### src/rtl/osd_pkg.sv
// osd_pkg: shared definitions for the OSD overlay blend path.
//   - RGB565 field widths / bit positions
//   - named colour constants
//   - pipeline latency and alpha ceiling
//   - sat_alpha(): clamps the 9-bit video weight to 0..ALPHA_MAX
package osd_pkg;

  localparam int R_W   = 5;
  localparam int G_W   = 6;
  localparam int B_W   = 5;
  localparam int R_LSB = 11;
  localparam int G_LSB = 5;
  localparam int B_LSB = 0;

  localparam logic [15:0] RED    = 16'hF800;
  localparam logic [15:0] GREEN  = 16'h07E0;
  localparam logic [15:0] BLUE   = 16'h001F;
  localparam logic [15:0] WHITE  = 16'hFFFF;
  localparam logic [15:0] BLACK  = 16'h0000;
  localparam logic [15:0] YELLOW = 16'hFFE0;

  localparam int OSD_LATENCY = 3;
  localparam int ALPHA_MAX   = 256;

  function automatic logic [8:0] sat_alpha(input logic [8:0] a);
    return (a > 9'(ALPHA_MAX)) ? 9'(ALPHA_MAX) : a;
  endfunction

endpackage

### src/rtl/osd_alpha_mix.sv
// osd_alpha_mix: one colour channel of the overlay/video blend.
//   out = ((ALPHA_MAX - a) * ovl + a * vid) >> 8, truncating.
// Ports:
//   i_ovl   [CW-1:0] overlay channel value
//   i_vid   [CW-1:0] live video channel value
//   i_alpha [8:0]    video weight, already clamped to 0..ALPHA_MAX
//   o_mix   [CW-1:0] blended channel
// Purely combinational; the caller registers the result.
module osd_alpha_mix
  import osd_pkg::*;
#(
  parameter int CW = 5
) (
  input  logic [CW-1:0] i_ovl,
  input  logic [CW-1:0] i_vid,
  input  logic [8:0]    i_alpha,
  output logic [CW-1:0] o_mix
);

  // CW+9 bits holds 256 * (2**CW - 1) with room to spare, so no overflow.
  logic [CW+8:0] w_ovl_term;
  logic [CW+8:0] w_vid_term;
  logic [CW+8:0] w_sum;

  always_comb begin
    w_ovl_term = (CW+9)'(9'(ALPHA_MAX) - i_alpha) * (CW+9)'(i_ovl);
    w_vid_term = (CW+9)'(i_alpha) * (CW+9)'(i_vid);
    w_sum      = w_ovl_term + w_vid_term;
    o_mix      = CW'(w_sum >> 8);
  end

endmodule

### src/rtl/osd_overlay_blend.sv
// osd_overlay_blend: 3-clock pipelined text-window overlay for the RGB565
// pixel stream, with glyphs from an external synchronous 1-bit glyph ROM,
// optional horizontal scrolling, and per-channel alpha blending.
// Ports:
//   clk, rst_n            pixel clock, async active-low reset
//   frame_start           pulse before first pixel; latches all cfg_* / scroll_en
//   in_de/in_x/in_y/in_data   input pixel stream
//   cfg_*                 window, colours, alpha (video weight), enable
//   scroll_en             scroll enable (shadowed)
//   rom_addr / rom_q      glyph column address (registered) / column data
//   out_de / out_data     output pixel stream, in_de delayed by 3 clocks
// Stream handshake: no back-pressure; in_de qualifies a pixel each clock and
// out_de is exactly in_de delayed by three clocks.
module osd_overlay_blend
  import osd_pkg::*;
#(
  parameter int XW          = 11,
  parameter int ROM_AW      = 11,
  parameter int ROM_DW      = 32,
  parameter int SCROLL_LEN  = 1424,
  parameter int SCROLL_STEP = 1,
  parameter int SCROLL_DIV  = 2
) (
  input  logic              clk,
  input  logic              rst_n,
  input  logic              frame_start,
  input  logic              in_de,
  input  logic [XW-1:0]     in_x,
  input  logic [XW-1:0]     in_y,
  input  logic [15:0]       in_data,
  input  logic              cfg_en,
  input  logic [XW-1:0]     cfg_x0,
  input  logic [XW-1:0]     cfg_y0,
  input  logic [XW-1:0]     cfg_w,
  input  logic [15:0]       cfg_fg,
  input  logic [15:0]       cfg_bg,
  input  logic              cfg_bg_en,
  input  logic [8:0]        cfg_alpha,
  input  logic              scroll_en,
  output logic [ROM_AW-1:0] rom_addr,
  input  logic [ROM_DW-1:0] rom_q,
  output logic              out_de,
  output logic [15:0]       out_data
);

  localparam int RW = (ROM_DW > 1) ? $clog2(ROM_DW) : 1;
  localparam int FW = (SCROLL_DIV > 1) ? $clog2(SCROLL_DIV) : 1;
  localparam int CW = XW + 2;

  // Shadow configuration, frame-synchronous.
  logic              r_sh_en;
  logic [XW-1:0]     r_sh_x0;
  logic [XW-1:0]     r_sh_y0;
  logic [XW-1:0]     r_sh_w;
  logic [15:0]       r_sh_fg;
  logic [15:0]       r_sh_bg;
  logic              r_sh_bg_en;
  logic [8:0]        r_sh_alpha;
  logic              r_sh_scroll_en;
  logic [ROM_AW-1:0] r_offset;
  logic [FW-1:0]     r_frame_cnt;

  logic [ROM_AW:0]   w_off_inc;
  logic [ROM_AW-1:0] w_off_next;

  always_comb begin
    w_off_inc = {1'b0, r_offset} + (ROM_AW+1)'(SCROLL_STEP);
    if (w_off_inc >= (ROM_AW+1)'(SCROLL_LEN))
      w_off_next = ROM_AW'(w_off_inc - (ROM_AW+1)'(SCROLL_LEN));
    else
      w_off_next = ROM_AW'(w_off_inc);
  end

  // The scroll decision uses the shadow scroll_en held before this pulse.
  always_ff @(posedge clk or negedge rst_n) begin
    if (!rst_n) begin
      r_sh_en        <= 1'b0;
      r_sh_x0        <= '0;
      r_sh_y0        <= '0;
      r_sh_w         <= '0;
      r_sh_fg        <= '0;
      r_sh_bg        <= '0;
      r_sh_bg_en     <= 1'b0;
      r_sh_alpha     <= '0;
      r_sh_scroll_en <= 1'b0;
      r_offset       <= '0;
      r_frame_cnt    <= '0;
    end else if (frame_start) begin
      r_sh_en        <= cfg_en;
      r_sh_x0        <= cfg_x0;
      r_sh_y0        <= cfg_y0;
      r_sh_w         <= cfg_w;
      r_sh_fg        <= cfg_fg;
      r_sh_bg        <= cfg_bg;
      r_sh_bg_en     <= cfg_bg_en;
      r_sh_alpha     <= sat_alpha(cfg_alpha);
      r_sh_scroll_en <= scroll_en;
      if (r_sh_scroll_en) begin
        if (r_frame_cnt == FW'(SCROLL_DIV - 1)) begin
          r_frame_cnt <= '0;
          r_offset    <= w_off_next;
        end else begin
          r_frame_cnt <= r_frame_cnt + FW'(1);
        end
      end
    end
  end

  // Stage 1: window test and glyph column. One extra bit on the x/y ends
  // keeps x0+w from wrapping at the display edge.
  logic [XW:0]   w_x_end;
  logic [XW:0]   w_y_end;
  logic          w_win;
  logic [CW-1:0] w_col_raw;
  logic [CW-1:0] w_col;
  logic [XW-1:0] w_dy;

  always_comb begin
    w_x_end   = {1'b0, r_sh_x0} + {1'b0, r_sh_w};
    w_y_end   = {1'b0, r_sh_y0} + (XW+1)'(ROM_DW);
    w_win     = r_sh_en & in_de
              & ({1'b0, in_x} >= {1'b0, r_sh_x0}) & ({1'b0, in_x} < w_x_end)
              & ({1'b0, in_y} >= {1'b0, r_sh_y0}) & ({1'b0, in_y} < w_y_end);
    // Inside the window col < 2*SCROLL_LEN, so one subtract always suffices.
    w_col_raw = CW'(in_x) - CW'(r_sh_x0) + CW'(r_offset);
    w_col     = (w_col_raw >= CW'(SCROLL_LEN)) ? w_col_raw - CW'(SCROLL_LEN) : w_col_raw;
    w_dy      = in_y - r_sh_y0;
  end

  logic              r_de1, r_win1, r_de2, r_win2;
  logic [RW-1:0]     r_row1, r_row2;
  logic [15:0]       r_vid1, r_vid2;
  logic [ROM_AW-1:0] r_rom_addr;

  // Stage 2 only delays the pixel context while the ROM registers the
  // column addressed in stage 1; rom_q is valid alongside these registers.
  always_ff @(posedge clk or negedge rst_n) begin
    if (!rst_n) begin
      r_de1      <= 1'b0;
      r_win1     <= 1'b0;
      r_row1     <= '0;
      r_vid1     <= '0;
      r_rom_addr <= '0;
      r_de2      <= 1'b0;
      r_win2     <= 1'b0;
      r_row2     <= '0;
      r_vid2     <= '0;
    end else begin
      r_de1      <= in_de;
      r_win1     <= w_win;
      r_row1     <= RW'(w_dy);
      r_vid1     <= in_data;
      r_rom_addr <= ROM_AW'(w_col);
      r_de2      <= r_de1;
      r_win2     <= r_win1;
      r_row2     <= r_row1;
      r_vid2     <= r_vid1;
    end
  end

  // Stage 3: glyph bit select, colour choice, blend, output register.
  logic        w_bit;
  logic [15:0] w_ovl;
  logic        w_use;
  logic [15:0] w_mix;

  always_comb begin
    w_bit = rom_q[RW'(ROM_DW - 1) - r_row2];
    w_ovl = w_bit ? r_sh_fg : r_sh_bg;
    w_use = r_win2 & (w_bit | r_sh_bg_en);
  end

  osd_alpha_mix #(.CW(R_W)) u_mix_r (
    .i_ovl   (w_ovl[R_LSB +: R_W]),
    .i_vid   (r_vid2[R_LSB +: R_W]),
    .i_alpha (r_sh_alpha),
    .o_mix   (w_mix[R_LSB +: R_W])
  );
  osd_alpha_mix #(.CW(G_W)) u_mix_g (
    .i_ovl   (w_ovl[G_LSB +: G_W]),
    .i_vid   (r_vid2[G_LSB +: G_W]),
    .i_alpha (r_sh_alpha),
    .o_mix   (w_mix[G_LSB +: G_W])
  );
  osd_alpha_mix #(.CW(B_W)) u_mix_b (
    .i_ovl   (w_ovl[B_LSB +: B_W]),
    .i_vid   (r_vid2[B_LSB +: B_W]),
    .i_alpha (r_sh_alpha),
    .o_mix   (w_mix[B_LSB +: B_W])
  );

  logic        r_out_de;
  logic [15:0] r_out_data;

  // Pixels outside the overlay bypass the blend so video is bit-exact.
  always_ff @(posedge clk or negedge rst_n) begin
    if (!rst_n) begin
      r_out_de   <= 1'b0;
      r_out_data <= '0;
    end else begin
      r_out_de   <= r_de2;
      r_out_data <= !r_de2 ? 16'h0000 : (w_use ? w_mix : r_vid2);
    end
  end

  assign rom_addr = r_rom_addr;
  assign out_de   = r_out_de;
  assign out_data = r_out_data;

endmodule

### config.mk
export PLATFORM = sky130hd
export DESIGN_NAME = osd_overlay_blend
export DESIGN_NICKNAME = d
export VERILOG_FILES = /design/src/rtl/osd_pkg.sv /design/src/rtl/osd_alpha_mix.sv /design/src/rtl/osd_overlay_blend.sv
export SDC_FILE = /design/constraint.sdc
export NUM_CORES = 1
export LEC_CHECK = 0
export CAP_MARGIN = 20
export CORE_UTILIZATION = 59
export DETAILED_ROUTE_END_ITERATION = 6
export HOLD_SLACK_MARGIN = 0.02
export PLACE_DENSITY_LB_ADDON = 0.12
export SLEW_MARGIN = 25
export SYNTH_ARGS = -nofsm -noshare
export SYNTH_HDL_FRONTEND = slang
export SYNTH_SLANG_ARGS = --single-unit
### constraint.sdc
create_clock -name clk -period 9.16 [get_ports clk]
set_input_delay 1.374 -clock clk [delete_from_list [all_inputs] [get_ports clk]]
set_output_delay 1.374 -clock clk [all_outputs]
set_load 0.005 [all_outputs]
---- Yosys cells after proc, flatten, opt, wreduce, memory -nomap -nowiden ----
Cells that the tools add are included.
W data, S select, Z words.
word-level totals
  bits in registers ....................... 163
  logic and storage cells ................. 69
operators by class
  muxes and demuxes ....................... 9
  order comparisons ....................... 8
  add/subtract/negate cells ............... 15
  bitwise logic cells ..................... 7
  multipliers ............................. 6
  reduce and logical (&&, ||, !) cells .... 2
operators by type and width
  cell                      number
  $mux W16                  3
  $mul A14 B5 Y13           2
  $add A13 B13 Y13          2
  $mul A9 B5 Y13            2
  $lt A11 B12 Y1            2
  $ge A11 B11 Y1            2
  $mux W11                  2
  $sub A11 B11 Y11 const B  2
  $sub A9 B9 Y10 const A    2
  $mul A15 B6 Y14           1
  $add A14 B14 Y14          1
  $mul A9 B6 Y14            1
  $add A12 B12 Y13          1
  $ge A13 B11 Y1 const B    1
  $add A11 B1 Y12 const B   1
  $add A11 B11 Y12          1
  $add A11 B6 Y12 const B   1
  $ge A12 B11 Y1 const B    1
  $sub A11 B11 Y12          1
  $gt A9 B9 Y1 const B      1
  $mux W9                   1
  $and A1 B1 Y1             6
  $lt A5 B6 Y1 const B      1
  $bmux W1 S5               1
  other kinds (7)           8

---- Depth between registers and ports, before layout ----
Gate-level depths: netlist (run 1).
  depth after elaboration ................. 8
  depth in mapped cells ................... 32
  depth with buffers taken out ............ 27

---- Cells and area by module ----
A second synthesis (run 1) with hierarchy kept.
unflattened totals
  cell total of the unflattened synthesis .. 1920
  area, all modules ....................... 18650.4 um^2
by module, submodules not included
  module                    area an instance (um^2)  times used  cells an instance  sequential area each (um^2)
  osd_overlay_blend         8838.5                   1           815                4078.9
  osd_alpha_mix at u_mix_g  3742.3                   1           417                0.0
  osd_alpha_mix at u_mix_r  3066.7                   1           344                0.0
  osd_alpha_mix at u_mix_b  3002.9                   1           344                0.0

---- Worst setup path before layout (run 1) ----
No wires, ideal clock.
  path kind ............................... input-to-reg
  start point ............................. input port rom_q[18]
  end point ............................... register r_out_data[10], in the netlist out_data[10]
  setup slack ............................. 1201 ps
  data arrival time ....................... 7839 ps
  stages .................................. 28
  path buffers ............................ 3
  path through ............................ mux2i_1 > a22oi_1 > and3_1 > a31oi_2 > and2_1 > buf_6 > buf_6 > buf_2 > mux2_2 > nand2_1 > fa_1 > fa_1 > inv_1 > fa_1 > fa_1 > inv_1 > fa_1 > inv_1 > ha_1 > a21o_1 > a21oi_1 > o21ai_0 > or3_1 > a211oi_4 > o31ai_2 > a21oi_1 > xnor3_1 > o211a_1
on the way
  word-level cells in the longest chain between the ends .. 7
  elaborated cells between the ends (all ways) .. 9
  classes of those cells .................. add/sub (1); mul (1); mux (5); bitwise (2)
ends and longest elaborated chain
  what                             line                      source
  start: declaration               osd_overlay_blend.sv:41   input logic [ROM_DW-1:0] rom_q,
  $bmux W1 S5 *                    osd_overlay_blend.sv:168  w_bit = rom_q[RW'(ROM_DW - 1) - r_row2];
  $mux W1 (not written as such) *  osd_overlay_blend.sv:168
  $mux W16                         osd_overlay_blend.sv:169  w_ovl = w_bit ? r_sh_fg : r_sh_bg;
  $mul A15 B6 Y14                  osd_alpha_mix.sv:26       w_ovl_term = (CW+9)'(9'(ALPHA_MAX) - i_alpha) * (CW+9)'(i_ovl);
  $add A14 B14 Y14                 osd_alpha_mix.sv:28       w_sum = w_ovl_term + w_vid_term;
  $mux W16 * (2 in a row)          osd_overlay_blend.sv:202  r_out_data <= !r_de2 ? 16'h0000 : (w_use ? w_mix : r_vid2);
  end signal: assignment           osd_overlay_blend.sv:202
  end: declaration                 osd_overlay_blend.sv:193  logic [15:0] r_out_data;
Mark *: on every way between the ends. The rest lies on a longest branch, timed or not. The select of a mux whose other input is x is not followed.
A chain may end at the register's enable or synchronous reset.

---- Final worst setup path (run 1) ----
  start point ............................. input port rom_q[2]
  end point ............................... register r_out_data[15], in the netlist out_data[15]
on the way
  word-level cells in the longest chain between the ends .. 7
  elaborated cells between the ends (all ways) .. 9
  classes of those cells .................. add/sub (1); mul (1); mux (5); bitwise (2)
ends and longest elaborated chain
  what                             line
  $bmux W1 S5 *                    osd_overlay_blend.sv:168
  $mux W1 (not written as such) *  osd_overlay_blend.sv:168
  $mux W16                         osd_overlay_blend.sv:169
  $mul A14 B5 Y13                  osd_alpha_mix.sv:26
  $add A13 B13 Y13                 osd_alpha_mix.sv:28
  $mux W16 * (2 in a row)          osd_overlay_blend.sv:202
Marked as above.

==> run_results.csv, run 1 <==
group,metric,value,unit
outcome,outcome,"finished, final reports clean",
clock_network,clkLatencyLatePin,0.45,ns
final_layout,drive_above_1_share,0.0671,
detailed_routing,met3_length,3.15,mm
synth,synth_compound_area_frac,0.0696,
place,post-dp-hpwl,32.4,mm
synth,synth_seq_cells,163,
timing,finalCriticalPeriod,8.25,ns
detailed_routing,wl_met2,19.9,mm
synth,synth_top_family_by_area,"adder cells",
final_layout,multi_input_area,11900,um^2
clock_network,cts_tree,"done",
timing,maxSlewViolCount,0,
detailed_routing,vias,13000,
detailed_routing,wl_per_cell,17.4,um
timing,tightest_slew,0.984,ns
flow_run,cap_violations,0,
timing,setup_viol,0,
synth,synthTopCellsByArea,"fa_1 25%, dfrtp_1 23%, ha_1 11%, inv_1 7.1%, nand2_1 5.2%",
detailed_routing,wl,41.5,mm
timing,fmax,121,MHz
synth,synth_nets,2342,
clock_network,clk_path_buf_depth,2,
setup_path,worst-endpoint-required,9.51,ns
synth,yosys.area_share.simple,0.143,
synth,synth_top_area_share,0.245,
place,gp_congestion,0.897,
timing,finalSetupTns,0,ns
floorplanning,die_area,30300,um^2
synth,postSynthAreaPerCell,9.57,um^2
grt,grt_first_pass_wirelength,70.3,mm
setup_path,crit_fanout,13,
floorplanning,initial_core_util,0.604,
synth,post-synth-top-area-cell,"fa_1",
min_path,min_path_type,"reg2reg",
timing,post-route-period-util,0.901,
detailed_routing,routed.top_layer,"met5",
final_layout,syn_to_final_growth,15.6,%
place,io_buffers,178,
clock_network,htreeDepth,4,
synth,synth-edff-count,0,
timing,fin_worst_skew,0.0141,ns
floorplanning,fp.dieH,174,um
detailed_routing,ant_nets,0,
clock_network,clkTransAtPathRegs,0.08,ns
timing,hold_viol,0,
clock_network,cts_setup_buffers,0,
grt,grt_max_degree,100,
clock_network,clock-root-buffer,"clkbuf_16",
floorplanning,placementRows,62,
synth,yosysWarningCount,0,
detailed_routing,drt-initial-drc-count,886,
detailed_routing,firstDrtPassIters,6,
detailed_routing,drc,0,
timing,holdWs,0.343,ns
final_layout,nNetsFinal,2502,
timing,maxSlewHeadroom,0.344,
floorplanning,die_w,174,um
synth,synth_common_cells,"332 x inv_1, 244 x nand2_1, 214 x fa_1, 163 x dfrtp_1, 151 x ha_1",
setup_path,cp-start-kind,"input port",
synth,synthMuxAreaShare,0.0534,
setup_path,cp_data_arrival_time,8.61,ns
detailed_routing,wl_met1,17.4,mm
floorplanning,ios,179,
synth,seq_area_frac_synth,0.233,
synth,synth_xor_area_frac,0.0614,
floorplanning,design.core.area,28900,um^2
setup_path,worstSetupEndpointType,"flip-flop",
setup_path,crit_type,"in2reg",
clock_network,cts.sinks,163,
synth,synthMostInstantiatedCell,"inv_1",
synth,synthFlopType,"dfrtp_1",
synth,synth_cells,1826,
grt,grt_use_total,0.298,
synth,syn-cell-area,17500,um^2
clock_network,postCtsResizedCells,0,
clock_network,cts_made_buffers,17,
synth,synth_fa_ha_area_frac,0.353,
grt,overflow,0,
clock_network,cts_hold_buf,0,
detailed_routing,vias_per_cell,5.45,
final_layout,n_fill_cell,2234,
grt,antenna_found_initial,6,
synth,async_flop_share,1.00,
final_layout,regArea,4080,um^2
timing,rsz0062_at_grt,"no",
synth,post_synth_num_cell_types,59,
grt,grt_pass1_vias,14000,
==> kinds of logic (layout without fill, tap and decap cells) <==
group / count (synthesis) / after routing
buffers and inverters: 389 / 561
other: 0 / 2
AND/OR/NAND/NOR: 512 / 512
XOR/XNOR: 121 / 121
AO/OA/AOI/OAI: 191 / 191
adder cells (fa/ha/maj): 365 / 365
flip-flops: 163 / 163
multiplexers: 85 / 85
==> per-layer routing <==
metal  vias up  global-route usage
li1       6034                   -
met1      6469               0.389
met2       399               0.496
met3        75              0.0674
met4         4              0.0888
met5         -                   0
==> area by class of cell <==
| class | instances | area share |
|---|---|---|
| inverter | 332 | 0.0617 |
| antenna | 2 | 0.000248 |
| tap | 384 | 0.0238 |
| clock buffer | 19 | 0.0219 |
| multi-input combinational | 1274 | 0.590 |
| clock inverter | 12 | 0.00502 |
| sequential | 163 | 0.202 |
| timing repair buffer | 198 | 0.0957 |
==> final timing paths <==
check	from	to	slack (ns)	depth (start not counted)
setup / recovery	rom_q[2]	out_data[15]	0.91	27
hold / removal	r_vid1[4]	r_vid2[4]	0.34	0
setup reg to reg	r_row2[0]	out_data[15]	1.27	26
hold reg to reg	r_vid1[4]	r_vid2[4]	0.34	0
max in group asynchronous	rst_n	r_vid1[4]	6.88	2
min in group asynchronous	rst_n	rom_addr[4]	0.96	1
==> state kept, by name (all words and copies together) (netlist names), 9 cells and up <==
register / count
rom_addr: 11
r_vid1: 16
r_vid2: 16
r_sh_w: 11
r_sh_y0: 11
r_sh_alpha: 9
out_data: 16
r_sh_x0: 11
r_offset: 11
r_sh_bg: 16
r_sh_fg: 16
==> placed cells by master (no fill, tap or decap), types with 3 or more instances in the layout <==
cell	n
xnor2_1	96
clkinv_4	3
buf_4	21
and4_1	5
clkdlybuf4s50_1	176
nor2_1	32
nand3b_1	10
o21a_1	8
clkbuf_16	17
mux2_2	62
fa_1	214
inv_1	332
nand2_1	244
nand3_1	27
nand2b_1	13
or3_1	5
xor2_1	22
ha_1	151
a21o_1	22
o31ai_1	4
nor4_1	3
a31oi_1	4
mux2i_1	22
nor3_1	13
o211ai_1	4
or2_2	7
a21oi_1	47
o21ai_0	65
o21bai_1	8
nand4_1	11
and3_1	12
o2111ai_1	3
nor2b_1	22
clkinvlp_4	4
dfrtp_1	163
a22oi_1	4
and2_1	105
==> worst max-delay path: stages <==
cell and delay [ns]:
clkdlybuf4s50_1 0.41, mux2i_1 0.14, a21oi_1 0.10, and3_1 0.21, a31oi_2 0.17, and2_1 0.58, buf_4 0.38, mux2i_2 0.53
nor2_1 0.15, fa_1 0.55, inv_1 0.05, fa_1 0.53, inv_1 0.05, fa_1 0.44, fa_1 0.48, inv_1 0.05
fa_1 0.47, inv_1 0.04, ha_1 0.28, nand3_1 0.08, o21ai_0 0.32, nor3_1 0.08, and3b_1 0.20, o31ai_1 0.39
a31oi_1 0.17, xnor2_1 0.16, a211oi_2 0.21
==> through the flow <==
| stage | worst slack (ns) | util | instance area [um^2] | cells |
|---|---|---|---|---|
| 2_1_floorplan | 1.20 | - | 17500 | 1826 |
| 3_3_place_gp | 0.702 | 0.679 | 19600 | 2351 |
| 3_5_place_dp | 0.498 | 0.679 | 19600 | 2351 |
| 4_1_cts | 0.954 | 0.698 | 20200 | 2382 |
| 5_1_grt | 0.473 | 0.698 | 20200 | 2382 |
| 6_report | 0.905 | 0.698 | 20200 | 2384 |
Power of run 1 is not shown: default switching activity piles up to over one toggle a cycle in this logic, so the estimate is an artifact.
==> run 2, diff against run 1 <==
--- a/config.mk
+++ b/config.mk
@@ -6,7 +6,7 @@
 export NUM_CORES = 1
 export LEC_CHECK = 0
 export CAP_MARGIN = 20
-export CORE_UTILIZATION = 59
+export CORE_UTILIZATION = 54
 export DETAILED_ROUTE_END_ITERATION = 6
 export HOLD_SLACK_MARGIN = 0.02
 export PLACE_DENSITY_LB_ADDON = 0.12
==> constraint.sdc (replaced) <==
create_clock -name clk -period 7.1 [get_ports clk]
set_input_delay 1.065 -clock clk [delete_from_list [all_inputs] [get_ports clk]]
set_output_delay 1.065 -clock clk [all_outputs]
set_load 0.005 [all_outputs]
==> run 2 against run 1 <==
Critical endpoint is now out_data[4]. Largest cell class unchanged. Critical path depth rose by 1. Sequential share of layout area fell by 0.94 points. Global-route usage fell by 1.5 points. Utilization fell by 3.0 points. Via count rose by 1.4%. First-iteration DRC count fell by 14%. Cell count rose by 3.2%.
==> run_results.csv, run 2 (same netlist as run 1, synthesis figures left out) <==
group,metric,value,unit
detailed_routing,vias_per_cell,5.35,
floorplanning,placementRows,65,
setup_path,path_delay_family,"adder cells",
place,post-place-ws,-0.643,ns
grt,grt_first_pass_wirelength,72.0,mm
final_layout,post-route-util,0.668,
outcome,outcome,"finished, final reports clean",
timing,finalSetupTns,0,ns
detailed_routing,vias,13200,
grt,grt_max_degree,112,
setup_path,worst-endpoint-required,7.43,ns
place,post-dp-hpwl,33.9,mm
grt,grt_pass1_vias,14100,
setup_path,cpMaxStageDelayCell,"fa_1",
grt,grtUsageMet1,0.355,
grt,overflow,0,
timing,maxSlewViolCount,0,
clock_network,cts_hold_buf,0,
clock_network,cts_made_buffers,17,
detailed_routing,ant_nets,0,
setup_path,crit_type,"in2reg",
grt,grtUsageMet2,0.486,
floorplanning,ios,179,
detailed_routing,drc,0,
floorplanning,die_area,33100,um^2
grt,grt_use_met3,0.0546,
flow_run,cap_violations,0,
place,gp_congestion,0.892,
detailed_routing,firstDrtPassIters,6,
grt,grt-busiest-layer,"met2",
setup_path,crit_fanout,5,
final_layout,mostFrequentLayoutCell,"inv_1",
floorplanning,die_w,182,um
grt,antenna_found_initial,4,
clock_network,cts.sinks,163,
timing,tightest_slew,0.968,ns
final_layout,n_fill_cell,2494,
setup_path,cp-start-kind,"input port",
detailed_routing,wl,44.2,mm
setup_path,cp_data_arrival_time,7.20,ns
timing,setup_viol,0,
timing,fin_worst_skew,0.0129,ns
floorplanning,design.core.area,31700,um^2
timing,setup_slack,0.235,ns
grt,grt_use_total,0.283,
setup_path,worstPathBufferInverterCount,6,
timing,finalCriticalPeriod,6.87,ns
setup_path,worstSetupEndpointType,"flip-flop",
timing,maxSlewHeadroom,0.355,
detailed_routing,wl_per_cell,17.9,um
clock_network,clkTransAtPathRegs,0.07,ns
setup_path,cpPeakStageDelay,0.55,ns
clock_network,cts_tree,"done",
timing,fmax,146,MHz
clock_network,htreeDepth,4,
final_layout,drive_above_1_share,0.120,
timing,post-route-period-util,0.967,
place,io_buffers,178,
clock_network,clk_path_buf_depth,2,
final_layout,syn_to_final_growth,21.3,%
clock_network,clock-root-buffer,"clkbuf_16",
detailed_routing,drt-initial-drc-count,764,
floorplanning,fp.dieH,182,um
floorplanning,initial_core_util,0.551,
final_layout,mostFrequentLayoutCells,"326 x inv_1, 232 x nand2_1, 209 x fa_1",
final_layout,nNetsFinal,2557,
min_path,min_path_type,"reg2reg",
setup_path,crit_top_cell,"fa_1",
clock_network,clkLatencyLatePin,0.45,ns
timing,hold_viol,0,
-- run 2: path summary, 6_finish.rpt --
path / start / end / slack (ns) / depth (start not counted)
worst max-delay path: rom_q[6] / out_data[4] / 0.23 / 28
worst min-delay path: r_vid1[12] / r_vid2[12] / 0.35 / 0
worst max register to register: r_row2[2] / out_data[4] / 0.32 / 27
worst min register to register: r_vid1[12] / r_vid2[12] / 0.35 / 0
max in group asynchronous: rst_n / r_vid1[15] / 5.19 / 2
min in group asynchronous: rst_n / rom_addr[8] / 0.68 / 1
-- run 2: routing by layer --
layer,vias up,wire length [um]
li1,6152,-
met1,6562,18100
met2,375,22200
met3,70,2650
met4,0,1210
met5,-,0
-- run 2: layout make-up --
type	count	area (um^2)	share of cell area
repair buffers	253	2500	0.118
well taps	402	503	0.0237
clock inverters	13	166	0.00785
diodes	4	10.0	0.000472
flip-flops and latches	163	4080	0.192
clock buffers	19	443	0.0209
inverters	332	1250	0.0588
multi-input cells	1274	12200	0.578
-- run 2: worst register-to-register path, delay by kind of cell (launching register included) --
family / cells / cell delay (ns)
buffers and inverters: 5 / 0.41
flip-flops: 1 / 0.37
multiplexers: 1 / 0.19
AO/OA/AOI/OAI: 8 / 1.40
adder cells (fa/ha/maj): 6 / 2.77
AND/OR/NAND/NOR: 7 / 1.53
-- run 2: what timing repair did --
action,4_1_cts,5_1_grt
pin swaps,32,43
resized for setup,28,81
endpoints found under the hold margin,0,0
endpoints found under the setup margin,7,14
setup buffers,6,9
-- run 2: metrics by stage --
| step | hold slack [ns] | instance area, um^2 | cells |
|---|---|---|---|
| finish | 0.350 | 21200 | 2460 |
| global route | 0.354 | 21200 | 2459 |
| CTS | 0.351 | 20900 | 2450 |
| detailed placement | 0.335 | 20100 | 2412 |
| global placement | 0.332 | 20100 | 2412 |
| floorplan | 0.331 | 17500 | 1826 |
Power of run 2 is left out for the same reason.
